--- config.mk ---
export PLATFORM = sky130hd
export DESIGN_NAME = gerenciador_contexto
export DESIGN_NICKNAME = d
export VERILOG_FILES = /design/src/rtl/gerenciador_contexto.sv
export SDC_FILE = /design/constraint.sdc
export NUM_CORES = 1
export LEC_CHECK = 0
export ABC_AREA = 1
export BUFFER_PORTS_ARGS = -buffer_cell sky130_fd_sc_hd__buf_2
export CAP_MARGIN = 20
export CORE_MARGIN = 4
export CORE_UTILIZATION = 57
export CTS_BUF_LIST = sky130_fd_sc_hd__clkbuf_8
export DETAILED_ROUTE_END_ITERATION = 7
export GPL_TIMING_DRIVEN = 0
export PLACE_DENSITY = 0.88
export REMOVE_ABC_BUFFERS = 1
export SLEW_MARGIN = 20
export SYNTH_ARGS = -nofsm -noshare
export SYNTH_HDL_FRONTEND = slang
export SYNTH_SLANG_ARGS = --single-unit
--- constraint.sdc ---
create_clock -name clock -period 1.9 [get_ports clock]
set_input_delay 0.38 -clock clock [delete_from_list [all_inputs] [get_ports clock]]
set_output_delay 0.38 -clock clock [all_outputs]
set_load 0.02 [all_outputs]
--- src/rtl/gerenciador_contexto.sv ---
// rtl/gerenciador_contexto.sv - context-switch responder with round-robin ready-slot scan (option: GERENCIADOR_ESTATISTICA_EN)
module gerenciador_contexto #(
    parameter int          NUM_PROC  = 8,
    parameter int          ID_W      = 3,
    parameter int          PC_W      = 32,
    parameter int unsigned PC_OCIOSO = 1
) (
    input  logic            clock,
    input  logic            reset,
    input  logic            troca_req,
    input  logic [PC_W-1:0] pc_salvo,
    input  logic            fim_processo,
    input  logic            cria_req,
    input  logic [ID_W-1:0] cria_id,
    input  logic [PC_W-1:0] cria_pc,
    output logic            cria_ack,
    output logic            troca_ack,
    output logic [PC_W-1:0] pc_restaurado,
    output logic [ID_W-1:0] processo_atual,
    output logic            nenhum_pronto,
    output logic            ocupado
`ifdef GERENCIADOR_ESTATISTICA_EN
    ,
    output logic [15:0]     total_trocas
`endif
);

    typedef enum logic [2:0] {
        IDLE,
        SALVA,
        BUSCA,
        ENTREGA,
        ESPERA
    } estado_t;

    localparam logic [ID_W-1:0] ULTIMO_TESTE = ID_W'(NUM_PROC - 1);

    estado_t             estado;
    estado_t             proxEstado;

    logic [PC_W-1:0]     tabelaPc [NUM_PROC];
    logic [NUM_PROC-1:0] pronto;
    logic [ID_W-1:0]     idx;
    logic [ID_W-1:0]     testes;

    logic                aceitaCria;
    logic                salvaPc;
    logic                achou;
    logic                esgotou;
    logic                avanca;

    // state register
    always_ff @(posedge clock or negedge reset) begin
        if (!reset) begin
            estado <= IDLE;
        end else begin
            estado <= proxEstado;
        end
    end

    // next-state and per-state datapath strobes
    always_comb begin
        proxEstado = estado;
        aceitaCria = 1'b0;
        salvaPc    = 1'b0;
        achou      = 1'b0;
        esgotou    = 1'b0;
        avanca     = 1'b0;
        case (estado)
            IDLE: begin
                if (cria_req) begin
                    aceitaCria = 1'b1;
                end else if (troca_req) begin
                    proxEstado = SALVA;
                end
            end
            SALVA: begin
                salvaPc    = 1'b1;
                proxEstado = BUSCA;
            end
            BUSCA: begin
                if (pronto[idx]) begin
                    achou      = 1'b1;
                    proxEstado = ENTREGA;
                end else if (testes == ULTIMO_TESTE) begin
                    // the current slot was the last one tested: nothing runnable
                    esgotou    = 1'b1;
                    proxEstado = ENTREGA;
                end else begin
                    avanca = 1'b1;
                end
            end
            ENTREGA: begin
                proxEstado = ESPERA;
            end
            ESPERA: begin
                // a create is still served here; the CPU may hold troca_req meanwhile
                if (cria_req) begin
                    aceitaCria = 1'b1;
                end else if (!troca_req) begin
                    proxEstado = IDLE;
                end
            end
            default: begin
                proxEstado = IDLE;
            end
        endcase
    end

    // process table, ready bits, scan pointer and registered results
    always_ff @(posedge clock or negedge reset) begin
        if (!reset) begin
            for (int i = 0; i < NUM_PROC; i++) begin
                tabelaPc[i] <= '0;
            end
            pronto         <= '0;
            idx            <= '0;
            testes         <= '0;
            cria_ack       <= 1'b0;
            pc_restaurado  <= '0;
            processo_atual <= '0;
            nenhum_pronto  <= 1'b0;
        end else begin
            cria_ack <= aceitaCria;
            if (aceitaCria) begin
                tabelaPc[cria_id] <= cria_pc;
                pronto[cria_id]   <= 1'b1;
            end
            if (salvaPc) begin
                tabelaPc[processo_atual] <= pc_salvo;
                if (fim_processo) begin
                    pronto[processo_atual] <= 1'b0;
                end
                // scan starts just after the current slot, which is tested last
                idx    <= processo_atual + 1'b1;
                testes <= '0;
            end
            if (achou) begin
                pc_restaurado  <= tabelaPc[idx];
                processo_atual <= idx;
                nenhum_pronto  <= 1'b0;
            end
            if (esgotou) begin
                pc_restaurado <= PC_W'(PC_OCIOSO);
                nenhum_pronto <= 1'b1;
            end
            if (avanca) begin
                idx    <= idx + 1'b1;
                testes <= testes + 1'b1;
            end
        end
    end

    // decoded from state so an asynchronous reset drops them at once
    assign troca_ack = (estado == ENTREGA);
    assign ocupado   = (estado != IDLE);

`ifdef GERENCIADOR_ESTATISTICA_EN
    // saturating count of delivered switches
    always_ff @(posedge clock or negedge reset) begin
        if (!reset) begin
            total_trocas <= '0;
        end else if (estado == ENTREGA && total_trocas != 16'hFFFF) begin
            total_trocas <= total_trocas + 16'd1;
        end
    end
`endif

endmodule

==> metrics, run 1 <==
maximum level of the CTS H-tree 2; area fraction of the dominant cell type after synthesis 48.0%; horizontal extent of the die about 180 µm; Row Count 61; master cell of the clock root buffer sky130_fd_sc_hd__clkbuf_8; Cell Area, Synth roughly 16,000 µm²; biggest area contributors in the synthesized netlist sky130_fd_sc_hd__dfrtp_1, sky130_fd_sc_hd__o22ai_1, sky130_fd_sc_hd__nand2_1, sky130_fd_sc_hd__nor3_1, sky130_fd_sc_hd__o21ai_0; residual overflow from global routing 15; Die Y approximately 180 µm; #FFs+latches synth 310; starting density of the core 58.1%; number of port buffers between 100 and 150; last step reached global routing (5_1_grt); result of the run aborted with a tool error; share of synthesized area occupied by flip-flops and latches a little under half; number of buffers added by the clock tree synthesis step between 50 and 60; Top-Level Pins between 100 and 150; Synth warnings 0; total half-perimeter wirelength after legalization and detailed placement roughly 31,000 µm; cells after synthesis about 2,000; leading area contributor after synthesis sky130_fd_sc_hd__dfrtp_1; tool error [ERROR GRT-0232] Routing congestion too high. Check the congestion heatmap in the GUI.; routability cong. around 0.83; overall fraction of global-route tracks in use about four fifths; per-instance average area after synthesis slightly above 8 µm²; count of different cell masters after synthesis 29; number of sinks on the clock net 310; Max Buffers Root-to-Sink 3; pin count of the biggest net entering global routing 100
-- what timing repair did --
item                       CTS
setup buffers               91
hold buffers                 2
setup endpoints to repair  309
gates resized for setup    113
pin swaps                   45
cloned                      38
hold endpoints to repair    52
-- cell families after synthesis --
| group | share of synthesized area, % |
|---|---|
| AND/OR/NAND/NOR | 18.8 |
| AO/OA/AOI/OAI | 25.7 |
| flip-flops | 48.0 |
| buffers and inverters | 7.32 |
| adder cells (fa/ha/maj) | 0.232 |
-- synthesized netlist by cell type --
master,n
sky130_fd_sc_hd__a21oi_1,65
sky130_fd_sc_hd__nor2_1,18
sky130_fd_sc_hd__a211oi_1,1
sky130_fd_sc_hd__nand3_1,46
sky130_fd_sc_hd__nand3_2,1
sky130_fd_sc_hd__buf_1,42
sky130_fd_sc_hd__a32o_1,31
sky130_fd_sc_hd__a32oi_1,31
sky130_fd_sc_hd__o211ai_1,31
sky130_fd_sc_hd__ha_1,3
sky130_fd_sc_hd__dfrtp_1,310
sky130_fd_sc_hd__buf_4,5
sky130_fd_sc_hd__o21ai_0,243
sky130_fd_sc_hd__nand2_1,363
sky130_fd_sc_hd__o32ai_1,3
sky130_fd_sc_hd__nor2_4,1
sky130_fd_sc_hd__clkbuf_1,139
sky130_fd_sc_hd__nand2_2,3
sky130_fd_sc_hd__o22ai_1,258
sky130_fd_sc_hd__nor3_1,259
sky130_fd_sc_hd__clkbuf_2,1
sky130_fd_sc_hd__inv_2,5
sky130_fd_sc_hd__inv_1,62
sky130_fd_sc_hd__nand4_1,1
sky130_fd_sc_hd__nor2_2,3
sky130_fd_sc_hd__buf_2,42
sky130_fd_sc_hd__o21ai_1,29
sky130_fd_sc_hd__a31oi_1,1
sky130_fd_sc_hd__nor3_4,1
-- routing by layer --
| metal | GRT overflow | track usage [%] |
|---|---|---|
| met1 | 4 | 77.4 |
| met2 | 2 | 86.6 |
| met3 | 2 | 74.5 |
| met4 | 7 | 75.1 |
| met5 | 0 | 60.9 |
-- per-stage QoR --
| step | setup WS (ns) | util [%] | instances | area, µm² | hold slack [ns] |
|---|---|---|---|---|---|
| after floorplan | -3.94 | - | 1769 | 15200 | 0.0844 |
| after global placement | -8.74 | 58.4 | 2257 | 16300 | 0.452 |
| after detailed placement | -1.74 | 61.9 | 2288 | 17300 | 0.325 |
| after CTS | -0.0815 | 73.1 | 2508 | 20400 | 0.00209 |
==> run 2: changes to the inputs <==
--- a/config.mk
+++ b/config.mk
@@ -9,11 +9,10 @@
 export BUFFER_PORTS_ARGS = -buffer_cell sky130_fd_sc_hd__buf_2
 export CAP_MARGIN = 20
 export CORE_MARGIN = 4
-export CORE_UTILIZATION = 57
-export CTS_BUF_LIST = sky130_fd_sc_hd__clkbuf_8
+export CORE_UTILIZATION = 40
 export DETAILED_ROUTE_END_ITERATION = 7
 export GPL_TIMING_DRIVEN = 0
-export PLACE_DENSITY = 0.88
+export PLACE_DENSITY_LB_ADDON = 0.15
 export REMOVE_ABC_BUFFERS = 1
 export SLEW_MARGIN = 20
 export SYNTH_ARGS = -nofsm -noshare
==> constraint.sdc (replaced) <==
create_clock -name clock -period 2.5 [get_ports clock]
set_input_delay 0.5 -clock clock [delete_from_list [all_inputs] [get_ports clock]]
set_output_delay 0.5 -clock clock [all_outputs]
set_load 0.02 [all_outputs]
==> metrics, run 2 <==
Post-synth top cells sky130_fd_sc_hd__nand2_1, sky130_fd_sc_hd__dfrtp_1, sky130_fd_sc_hd__nor3_1, sky130_fd_sc_hd__o22ai_1, sky130_fd_sc_hd__o21ai_0 (unchanged); Seq pwr share about 36%; Rel. slew slack around half; register with the highest flop count tabelaPc; cells along the critical path buf_16 -> inv_16 -> buf_16 -> nand2_1 -> nand3_1 -> nand3_2 -> nand2_4 -> nand2_8 -> buf_16 -> inv_16 -> o211ai_1 -> nand2_1; Vias/cell approximately 6.4; total half-perimeter wirelength after legalization and detailed placement 33,600 µm (was 30,900 µm); vias after detailed routing around 16,000; CTS clk-pin slew, worst paths about 0.060 ns; number of flip-flops under the largest register name roughly 260; final wirelength between 60,000 and 70,000 µm; most common library cell in the layout ignoring fill and taps sky130_fd_sc_hd__nand2_1; number of port buffers 110 (unchanged); endpoint of the lowest-slack register-to-register path pc_restaurado[13]; master cell of the clock root buffer sky130_fd_sc_hd__clkbuf_16 (was sky130_fd_sc_hd__clkbuf_8); element type at the critical path start register; Max Buffers Root-to-Sink 3 (unchanged); Nets around 2,000; dominant synthesized flop cell sky130_fd_sc_hd__dfrtp_1 (unchanged); share of the cycle needed by the critical path after routing ~96%; number of sinks on the clock net 310 (unchanged); Row Count 73 (was 61); area inside the core boundary 39,800 µm²; Reg2Reg Setup Slack ~0.10 ns; Max-Cap Viols 0; number of optimization iterations in the first detailed-route pass 5; Synth warnings 0 (unchanged); biggest fanout along the worst timing path 57; Remaining DRCs 0; slowest library cell on the worst path sky130_fd_sc_hd__dfrtp_4; setup repair after global routing missed its margin no; number of antenna violations at the first check in global routing 2; number of non-filler instances in the completed layout about 2,500; total routed wire length on the met1 layer approximately 28,000 µm; Top-Level Pins 111 (unchanged); worst IR drop on VDD 0.541 mV; data required time at the worst endpoint between 2 and 3 ns; TritonCTS clock tree done; area fraction of the dominant cell type after synthesis 48.0% (unchanged); Pint 14,700 µW; Detail Route Antenna Nets 0; most repeated library cell on the critical path sky130_fd_sc_hd__buf_16; Worst R2R Path Depth 12; max-slew violation count 0; #FFs+latches synth 310 (unchanged); Post-synth EDFFs 0 (unchanged); number of instances on the worst hold path 3; Clk pwr share roughly 22%; P per Cell Area 1300 nW/µm²; pin count of the biggest net entering global routing 96; amount of wire on met2 after detailed routing between 20,000 and 30,000 µm; highest attainable clock frequency approximately 0.42 GHz; global-route wire length before repair ~100,000 µm; uppermost layer routed met5; cell count after placement 2,438 (was 2,288); most used cells in the layout excluding fill and tap cells sky130_fd_sc_hd__nand2_1, sky130_fd_sc_hd__dfrtp_1, sky130_fd_sc_hd__nor3_1; registers with the highest flip-flop counts tabelaPc x256, pc_restaurado x32, pronto x8; Hold Crit Class in -> reg; largest clock skew in the final design roughly 0.016 ns; Final Hold Fails 0; routability cong. 0.755 (was 0.827); leading area contributor after synthesis sky130_fd_sc_hd__dfrtp_1 (unchanged); endpoint class of the critical path register; minimum period implied by the final worst setup slack roughly 2.4 ns; maximum level of the CTS H-tree 2 (unchanged); area of the die approximately 44,000 µm²; horizontal extent of the die 209 µm (was 176 µm); Die Y 209 µm (was 176 µm); worst reg2reg startpoint idx[0]; vias in the first global route between 15,000 and 20,000; leakage power of the design between 0.007 and 0.008 µW; count of routing violations after the opening detailed-route iteration 1,765; share of synthesized area occupied by flip-flops and latches 48.0% (unchanged); proportion of synthesized flip-flops having asynchronous set or reset 100% (unchanged); cells after synthesis 1,998 (unchanged); detailed-route wire length per cell ~25 µm; residual overflow from global routing 0; Util after Layout between 40% and 50%; sink of the worst hold path tabelaPc[128]; Cell Area, Synth 16,200 µm² (unchanged); share of post-route cells with drive strength above 1 approximately 14%; number of buffers added by the clock tree synthesis step 37 (was 51); setup violation total in the final timing report 0; starting density of the core 40.6% (was 58.1%); per-instance average area after synthesis 8.09 µm² (unchanged); Worst Max-Slew Pin Slew just under 0.8 ns; Switch Pwr a little over 10,000 µW; most frequently used cell type in the post-synthesis netlist sky130_fd_sc_hd__nand2_1 (unchanged); result of the run completed (was aborted with a tool error); Largest stage delay, worst path ~0.5 ns; biggest area contributors in the synthesized netlist sky130_fd_sc_hd__dfrtp_1, sky130_fd_sc_hd__o22ai_1, sky130_fd_sc_hd__nand2_1, sky130_fd_sc_hd__nor3_1, sky130_fd_sc_hd__o21ai_0 (unchanged); filler cell count between 3,000 and 4,000; switching part of the total between 40% and 50%; Gate power share 42.9%; CP Class reg -> reg; overall fraction of global-route tracks in use approximately 28%; count of different cell masters after synthesis 29 (unchanged); data arrival at the endpoint of the critical path roughly 2.9 ns; launch point of the worst hold path pc_salvo[0]; area growth from synthesis to layout 19.0%; Worst-Skew Late Latency 0.56 ns; wire length on met3 roughly 5400 µm
[run 2: metal layers]
layer	GRT usage, %	vias to the layer above
met3	5.52	175
met5	0	-
li1	-	7209
met2	43.9	843
met4	11.3	4
met1	39.7	8017
[run 2: final cells by class]
class / count / area, µm² / share of cell area (%)
timing repair buffer: 173 / 1820 / 9.44
multi-input combinational: 1394 / 7510 / 39.0
timing repair inverter: 3 / 28.8 / 0.149
sequential: 310 / 7760 / 40.3
clock buffer: 55 / 1150 / 5.95
clock inverter: 6 / 33.8 / 0.175
antenna: 1 / 2.50 / 0.0130
inverter: 67 / 292 / 1.51
tap: 525 / 657 / 3.41
[run 2: cells by family after synthesis]
logic type,Yosys count,synth area share (%)
adder cells (fa/ha/maj),3,0.232
buffers and inverters,296,7.32
flip-flops,310,48.0
AO/OA/AOI/OAI,693,25.7
AND/OR/NAND/NOR,696,18.8
[run 2: what timing repair did]
action | in CTS | in global routing
hold endpoints to repair | 70 | 0
hold buffers | 1 | 0
pin swaps | 14 | 2
setup endpoints to repair | 245 | 69
gates resized for setup | 15 | 3
setup buffers | 23 | 1
gates cloned | 9 | 1
[run 2: worst max path at each step]
stage                              to  startpoint  depth (start not counted)  slack, ns
finish              pc_restaurado[13]      idx[0]                         12       0.10
global route             tabelaPc[64]   estado[1]                         10      0.002
CTS                            idx[2]      idx[0]                         16      0.003
detailed placement   pc_restaurado[8]      idx[0]                         13      -1.89
global placement     pc_restaurado[8]      idx[0]                          9      -9.31
floorplan            pc_restaurado[0]      idx[0]                          9      -3.34
[run 2: power groups by stage]
stage / clock network, µW / registers (µW) / logic, µW
after floorplan: 0 / 9100 / 5960
after global placement: 0 / 9240 / 8160
after detailed placement: 0 / 8940 / 9620
after CTS: 5450 / 8820 / 10600
after global routing: 5660 / 9140 / 11800
final: 5400 / 8890 / 10700
[run 2: through the flow]
stage / setup TNS, ns / hold WS [ns] / instance area [µm²] / worst slack, ns / power, µW
global placement: -3064.92 / 0.453 / 16400 / -9.31 / 17400
CTS: 0 / 0.154 / 19200 / 0.00287 / 24900
floorplan: -285.02 / 0.204 / 15200 / -3.34 / 15100
finish: 0 / 0.172 / 19300 / 0.104 / 25000
global route: 0 / 0.178 / 19200 / 0.00201 / 26600
detailed placement: -113.97 / 0.457 / 17500 / -1.89 / 18600
[run 2: worst max-delay path, delay by kind of cell, from the launching register on]
family | cells | cell delay, ns
simple gates | 6 | 0.68
flops | 1 | 0.50
compound gates | 1 | 0.20
buf+inv | 5 | 0.86
Note: power is estimated with default switching activity, not from simulation.
==> run 3: changes to the inputs <==
--- a/config.mk
+++ b/config.mk
@@ -8,10 +8,12 @@
 export ABC_AREA = 1
 export BUFFER_PORTS_ARGS = -buffer_cell sky130_fd_sc_hd__buf_2
 export CAP_MARGIN = 20
+export CORE_ASPECT_RATIO = 0.8
 export CORE_MARGIN = 4
 export CORE_UTILIZATION = 40
 export DETAILED_ROUTE_END_ITERATION = 7
-export GPL_TIMING_DRIVEN = 0
+export GPL_ROUTABILITY_DRIVEN = 0
+export GPL_TIMING_DRIVEN = 1
 export PLACE_DENSITY_LB_ADDON = 0.15
 export REMOVE_ABC_BUFFERS = 1
 export SLEW_MARGIN = 20
==> metrics, run 3 (synthesized netlist as in run 2, its figures left out) <==
footprint of the multi-input gates 7320 µm² (was 7510 µm²); Final Hold Fails 0 (unchanged); Reg2Reg Setup Slack 0.41 ns (was 0.10 ns); Clk pwr share 22.5% (was 21.6%); number of port buffers 110 (unchanged); Max Buffers Root-to-Sink 3 (unchanged); largest clock skew in the final design 0.0228 ns (was 0.0164 ns); P per Cell Area 1290 nW/µm² (was 1300 nW/µm²); most common library cell in the layout ignoring fill and taps sky130_fd_sc_hd__nand2_1 (unchanged); Rel. slew slack 52.8% (was 48.5%); vias in the first global route 15,700 (was 15,800); most used cells in the layout excluding fill and tap cells sky130_fd_sc_hd__nand2_1, sky130_fd_sc_hd__dfrtp_1, sky130_fd_sc_hd__nor3_1 (unchanged); TritonCTS clock tree done (unchanged); Remaining DRCs 0 (unchanged); Gate power share 40.2% (was 42.9%); final design area excluding fillers 18,500 µm² (was 19,300 µm²); number of buffers added by the clock tree synthesis step 35 (was 37); number of antenna violations at the first check in global routing 5 (was 2); final wirelength 61,600 µm (was 64,600 µm); total half-perimeter wirelength after legalization and detailed placement 35,100 µm (was 33,600 µm); number of flip-flops under the largest register name 256 (unchanged); horizontal extent of the die 233 µm (was 209 µm); Vias/cell 6.29 (was 6.41); number of sinks on the clock net 310 (unchanged); starting density of the core 40.7% (was 40.6%); Switch Pwr 9770 µW (was 10,300 µW); CP Class reg -> reg (unchanged); sink of the worst hold path tabelaPc[129] (was tabelaPc[128]); pin count of the biggest net entering global routing 89 (was 96); filler cell count 3,970 (was 3,897); endpoint of the lowest-slack register-to-register path idx[1] (was pc_restaurado[13]); max-slew violation count 0 (unchanged); data arrival at the endpoint of the critical path 2.47 ns (was 2.88 ns); setup repair after global routing missed its margin no (unchanged); number of non-filler instances in the completed layout 2,553 (was 2,534); launch point of the worst hold path pc_salvo[1] (was pc_salvo[0]); Placed Instance Area 17,300 µm² (was 17,500 µm²); Die Y 188 µm (was 209 µm); area growth from synthesis to layout 14.4% (was 19.0%); result of the run completed (unchanged); Row Count 65 (was 73); Pint 14,200 µW (was 14,700 µW); Worst Max-Slew Pin Slew 0.709 ns (was 0.773 ns); share of the cycle needed by the critical path after routing 83.8% (was 95.9%); worst reg2reg startpoint estado[2] (was idx[0]); global-route wire length before repair 96,000 µm (was 97,700 µm); area of the die 43,700 µm² (about the same); maximum level of the CTS H-tree 2 (unchanged); Seq pwr share 37.4% (was 35.5%); master cell of the clock root buffer sky130_fd_sc_hd__clkbuf_16 (unchanged); switching part of the total 40.8% (was 41.3%); minimum period implied by the final worst setup slack 2.09 ns (was 2.40 ns); CTS clk-pin slew, worst paths 0.06 ns (about the same); detailed-route wire length per cell 24.1 µm (was 25.5 µm); Post CTS Setup Buffer Count 0 (was 23); Worst-Skew Late Latency 0.53 ns (was 0.56 ns); leakage power of the design 0.00746 µW (was 0.00776 µW); worst IR drop on VDD 0.726 mV (was 0.541 mV); overall fraction of global-route tracks in use 27.7% (was 28.4%); Nets 2,063 (was 2,061); vias after detailed routing 16,100 (was 16,200); Top-Level Pins 111 (unchanged); highest attainable clock frequency 0.477 GHz (was 0.417 GHz); setup violation total in the final timing report 0 (unchanged); area inside the core boundary 39,700 µm² (was 39,800 µm²); biggest fanout along the worst timing path 9 (was 57); Worst R2R Path Depth 10 (was 12); register with the highest flop count tabelaPc (unchanged); data required time at the worst endpoint 2.88 ns (was 2.99 ns); number of instances on the worst hold path 3 (unchanged); Detail Route Antenna Nets 0 (unchanged); count of routing violations after the opening detailed-route iteration 1,984 (was 1,765); share of post-route cells with drive strength above 1 13.6% (was 13.7%); Max-Cap Viols 0 (unchanged); Hold Crit Class in -> reg (unchanged); residual overflow from global routing 0 (unchanged); cell count after placement 2,486 (was 2,438); endpoint class of the critical path register (unchanged); element type at the critical path start register (unchanged); registers with the highest flip-flop counts tabelaPc x256, pc_restaurado x32, pronto x8 (unchanged); flip-flop and latch area 7760 µm² (about the same); quantity of hold-fixing buffers added after cts 1 (unchanged); # resized after CTS 0 (was 15); number of optimization iterations in the first detailed-route pass 6 (was 5)
[run 3: cell types whose count changed in the layout (fill, tap and decap cells not counted), moves of 6 or more]
cell	before	now
sky130_fd_sc_hd__buf_4	15	55
sky130_fd_sc_hd__nand2_2	2	10
sky130_fd_sc_hd__nor2_4	11	5
sky130_fd_sc_hd__nand2_4	10	2
sky130_fd_sc_hd__buf_16	22	0
[run 3: through the flow]
step / util (%) / power (µW) / TNS (ns) / setup WS [ns] / hold slack (ns)
final: 46.6 / 23900 / 0 / 0.406 / 0.210
after global routing: 46.6 / 25500 / 0 / 0.180 / 0.218
after CTS: 46.6 / 23800 / 0 / 0.404 / 0.190
after detailed placement: 43.6 / 18400 / 0 / 0.443 / 0.424
after global placement: 43.6 / 18200 / 0 / 0.471 / 0.425
after floorplan: - / 15100 / -285.02 / -3.34 / 0.204
[run 3: worst max-delay path: stages, from the launching register on]
cell                      delay (ns)
sky130_fd_sc_hd__dfrtp_1        0.43
sky130_fd_sc_hd__inv_1          0.09
sky130_fd_sc_hd__nand2_1        0.08
sky130_fd_sc_hd__nor2_1         0.20
sky130_fd_sc_hd__inv_1          0.09
sky130_fd_sc_hd__nor2_1         0.15
sky130_fd_sc_hd__nand3_2        0.19
sky130_fd_sc_hd__o21ai_0        0.31
sky130_fd_sc_hd__ha_1           0.29
sky130_fd_sc_hd__nand2_1        0.06
sky130_fd_sc_hd__o21ai_0        0.07
[run 3: power groups by stage]
stage | logic, µW | registers [µW] | clock network, µW
floorplan | 5960 | 9100 | 0
global placement | 9280 | 8920 | 0
detailed placement | 9460 | 8910 | 0
CTS | 9500 | 8880 | 5450
global route | 10700 | 9200 | 5650
finish | 9610 | 8950 | 5380
[run 3: cell type report]
class / count / share of cell area [%]
antenna: 4 / 0.0541
clock buffer: 55 / 5.91
clock inverter: 7 / 0.460
inverter: 67 / 1.39
multi-input combinational: 1392 / 39.6
sequential: 310 / 41.9
tap: 536 / 3.62
timing repair buffer: 182 / 7.05
[run 3: metal layers]
metal | track usage, % | vias to the layer above | part of all wire, %
met1 | 40.0 | 7833 | 43
li1 | - | 7234 | -
met5 | 0 | - | 0.032
met3 | 5.62 | 125 | 9.0
met4 | 7.84 | 2 | 2.5
met2 | 42.5 | 874 | 45
[run 3: worst max path at each step]
stage                   start  slack [ns]               end  cells after the start
CTS                 estado[2]        0.40            idx[1]                     10
global route        estado[2]        0.18            idx[1]                     10
global placement     cria_req        0.47      tabelaPc[39]                      7
finish              estado[2]        0.41            idx[1]                     10
detailed placement   cria_req        0.44      tabelaPc[62]                      7
floorplan              idx[0]       -3.34  pc_restaurado[0]                      9
==> run 4: changes to the inputs <==
==> constraint.sdc (replaced) <==
create_clock -name clock -period 1.7 [get_ports clock]
set_input_delay 0.34 -clock clock [delete_from_list [all_inputs] [get_ports clock]]
set_output_delay 0.34 -clock clock [all_outputs]
set_load 0.02 [all_outputs]
==> metrics, run 4 (synthesized netlist as in run 2, its figures left out) <==
Worst-Skew Late Latency 0.54 ns (was 0.53 ns); global-route wire length before repair 105,000 µm (was 96,000 µm); master cell of the clock root buffer sky130_fd_sc_hd__clkbuf_16 (unchanged); Die Y 188 µm (unchanged); Switch Pwr 17,300 µW (was 9770 µW); vias after detailed routing 17,500 (was 16,100); Detail Route Antenna Nets 0 (unchanged); Worst Max-Slew Pin Slew 0.799 ns (was 0.709 ns); launch point of the worst hold path pc_salvo[16] (was pc_salvo[1]); Seq pwr share 32.6% (was 37.4%); Hold Crit Class in -> reg (unchanged); number of sinks on the clock net 310 (unchanged); setup repair after global routing missed its margin yes (was no); Rel. slew slack 46.7% (was 52.8%); number of buffers added by the clock tree synthesis step 35 (unchanged); Reg2Reg Setup Slack -0.14 ns (was 0.41 ns); area growth from synthesis to layout 33.9% (was 14.4%); biggest fanout along the worst timing path 6 (was 9); number of optimization iterations in the first detailed-route pass 5 (was 6); detailed-route wire length per cell 27.9 µm (was 24.1 µm); overall fraction of global-route tracks in use 30.8% (was 27.7%); area of the die 43,700 µm² (unchanged); register with the highest flop count tabelaPc (unchanged); Max-Cap Viols 0 (unchanged); number of antenna violations at the first check in global routing 4 (was 5); Nets 2,188 (was 2,063); minimum period implied by the final worst setup slack 1.84 ns (was 2.09 ns); worst IR drop on VDD 0.810 mV (was 0.726 mV); cell count after placement 2,536 (was 2,486); max-slew violation count 0 (unchanged); sink of the worst hold path tabelaPc[144] (was tabelaPc[129]); Util after Layout 54.6% (was 46.6%); Worst R2R Path Depth 12 (was 10); vias in the first global route 16,600 (was 15,700); Gate power share 48.5% (was 40.2%); Vias/cell 6.54 (was 6.29); total half-perimeter wirelength after legalization and detailed placement 37,200 µm (was 35,100 µm); Max Buffers Root-to-Sink 3 (unchanged); number of flip-flops under the largest register name 256 (unchanged); number of non-filler instances in the completed layout 2,676 (was 2,553); Worst Setup Slack post-DPL -0.180 ns (was 0.443 ns); endpoint class of the critical path register (unchanged); most common library cell in the layout ignoring fill and taps sky130_fd_sc_hd__nand2_1 (unchanged); number of port buffers 110 (unchanged); most used cells in the layout excluding fill and tap cells sky130_fd_sc_hd__nand2_1, sky130_fd_sc_hd__dfrtp_1, sky130_fd_sc_hd__nor3_1 (unchanged); residual overflow from global routing 0 (unchanged); result of the run finished, violations left (was completed); final-layout setup total negative slack -8.18 ns (was 0 ns); starting density of the core 40.7% (unchanged); share of post-route cells with drive strength above 1 26.1% (was 13.6%); violated checks negative setup slack; endpoint of the lowest-slack register-to-register path tabelaPc[104] (was idx[1]); P per Cell Area 1910 nW/µm² (was 1290 nW/µm²); min setup slack post-route -0.143 ns (was 0.406 ns); largest clock skew in the final design 0.0120 ns (was 0.0228 ns); Row Count 65 (unchanged); Pint 24,200 µW (was 14,200 µW); leakage power of the design 0.00877 µW (was 0.00746 µW); worst reg2reg startpoint estado[0] (was estado[2]); count of routing violations after the opening detailed-route iteration 2,182 (was 1,984); switching part of the total 41.7% (was 40.8%); element type at the critical path start register (unchanged); TritonCTS clock tree done (unchanged); maximum level of the CTS H-tree 2 (unchanged); Top-Level Pins 111 (unchanged); horizontal extent of the die 233 µm (unchanged); CP Class reg -> reg (unchanged); CTS clk-pin slew, worst paths 0.06 ns (about the same); highest attainable clock frequency 0.543 GHz (was 0.477 GHz); Final Hold Fails 0 (unchanged); data arrival at the endpoint of the critical path 2.30 ns (was 2.47 ns); pin count of the biggest net entering global routing 58 (was 89); share of the cycle needed by the critical path after routing 108% (was 83.8%); number of instances on the worst hold path 3 (unchanged); data required time at the worst endpoint 2.16 ns (was 2.88 ns); final wirelength 74,800 µm (was 61,600 µm); area inside the core boundary 39,700 µm² (unchanged); setup violation total in the final timing report 161 (was 0); registers with the highest flip-flop counts tabelaPc x256, pc_restaurado x32, pronto x8 (unchanged); Remaining DRCs 0 (unchanged); Clk pwr share 18.9% (was 22.5%)
-- run 4: cell types whose count changed in the layout (fill, tap and decap cells not counted), moves of 11 or more --
cell | before | now
sky130_fd_sc_hd__buf_12 | 16 | 59
sky130_fd_sc_hd__buf_4 | 55 | 68
sky130_fd_sc_hd__buf_6 | 0 | 33
sky130_fd_sc_hd__clkbuf_16 | 37 | 57
sky130_fd_sc_hd__nand2_1 | 354 | 341
sky130_fd_sc_hd__nand2_4 | 2 | 13
sky130_fd_sc_hd__nor3_1 | 259 | 241
sky130_fd_sc_hd__nor3_2 | 0 | 17
sky130_fd_sc_hd__o21ai_0 | 243 | 138
sky130_fd_sc_hd__o21ai_1 | 29 | 55
sky130_fd_sc_hd__o21ai_2 | 0 | 69
sky130_fd_sc_hd__o22ai_1 | 258 | 234
sky130_fd_sc_hd__o22ai_2 | 0 | 20
-- run 4: worst max path at each step --
stage                     depth (start not counted)       from  slack [ns]               end
after floorplan                                   9     idx[0]       -4.14  pc_restaurado[0]
after global placement                           11  testes[0]       -0.14            idx[2]
after detailed placement                         11  testes[0]       -0.18            idx[2]
after CTS                                         6  estado[0]       -0.08           ocupado
after global routing                             12  estado[0]       -0.21     tabelaPc[104]
final                                            12  estado[0]       -0.14     tabelaPc[104]
-- run 4: critical path, stage by stage (launching register included) --
cell	delay [ns]
sky130_fd_sc_hd__dfrtp_1	0.37
sky130_fd_sc_hd__inv_2	0.12
sky130_fd_sc_hd__nand2_4	0.07
sky130_fd_sc_hd__nor2_4	0.10
sky130_fd_sc_hd__buf_12	0.15
sky130_fd_sc_hd__buf_12	0.11
sky130_fd_sc_hd__nand2_8	0.08
sky130_fd_sc_hd__nor2_4	0.16
sky130_fd_sc_hd__buf_6	0.15
sky130_fd_sc_hd__buf_12	0.16
sky130_fd_sc_hd__buf_12	0.11
sky130_fd_sc_hd__o21ai_4	0.05
sky130_fd_sc_hd__o22ai_2	0.11
-- run 4: cell type report --
| class | instances | area, µm² |
|---|---|---|
| clock buffers | 54 | 1060 |
| multi-input cells | 1394 | 8290 |
| inverters | 67 | 282 |
| well taps | 536 | 671 |
| clock inverters | 8 | 90.1 |
| repair buffers | 305 | 3490 |
| diodes | 2 | 5.00 |
| flip-flops and latches | 310 | 7770 |
| fillers | 3541 | 18000 |
-- run 4: stage by stage --
step                      hold slack [ns]  total power (µW)  instance area, µm²
after floorplan                    0.0444             21800               15200
after global placement              0.258             27700               18000
after detailed placement            0.259             28000               18000
after CTS                          0.0194             37800               20100
after global routing               0.0551             43600               21700
final                              0.0538             41400               21700
-- run 4: metal layers --
metal	routed length (µm)	part of all wire, %	global-route usage (%)	vias up
met3	8750	12	6.49	213
met4	2900	3.9	11.2	2
met5	7	0.0094	0	-
li1	-	-	-	7501
met2	32800	44	46.5	1213
met1	30300	41	43.9	8581
-- run 4: timing repair --
action                     CTS  global route
hold endpoints to repair    25             0
setup endpoints to repair  190           289
resized for setup           95           317
hold buffers                 1             0
setup buffers               23            18
gates cloned                15            23
pin swaps                   20            77
-- run 4: power by group through the flow --
stage               clock [µW]  sequential [µW]  combinational [µW]
finish                    7820            13500               20100
global route              8210            13900               21500
global placement             0            13000               14700
detailed placement           0            13000               14900
floorplan                    0            13300                8440
CTS                       7880            13000               16900
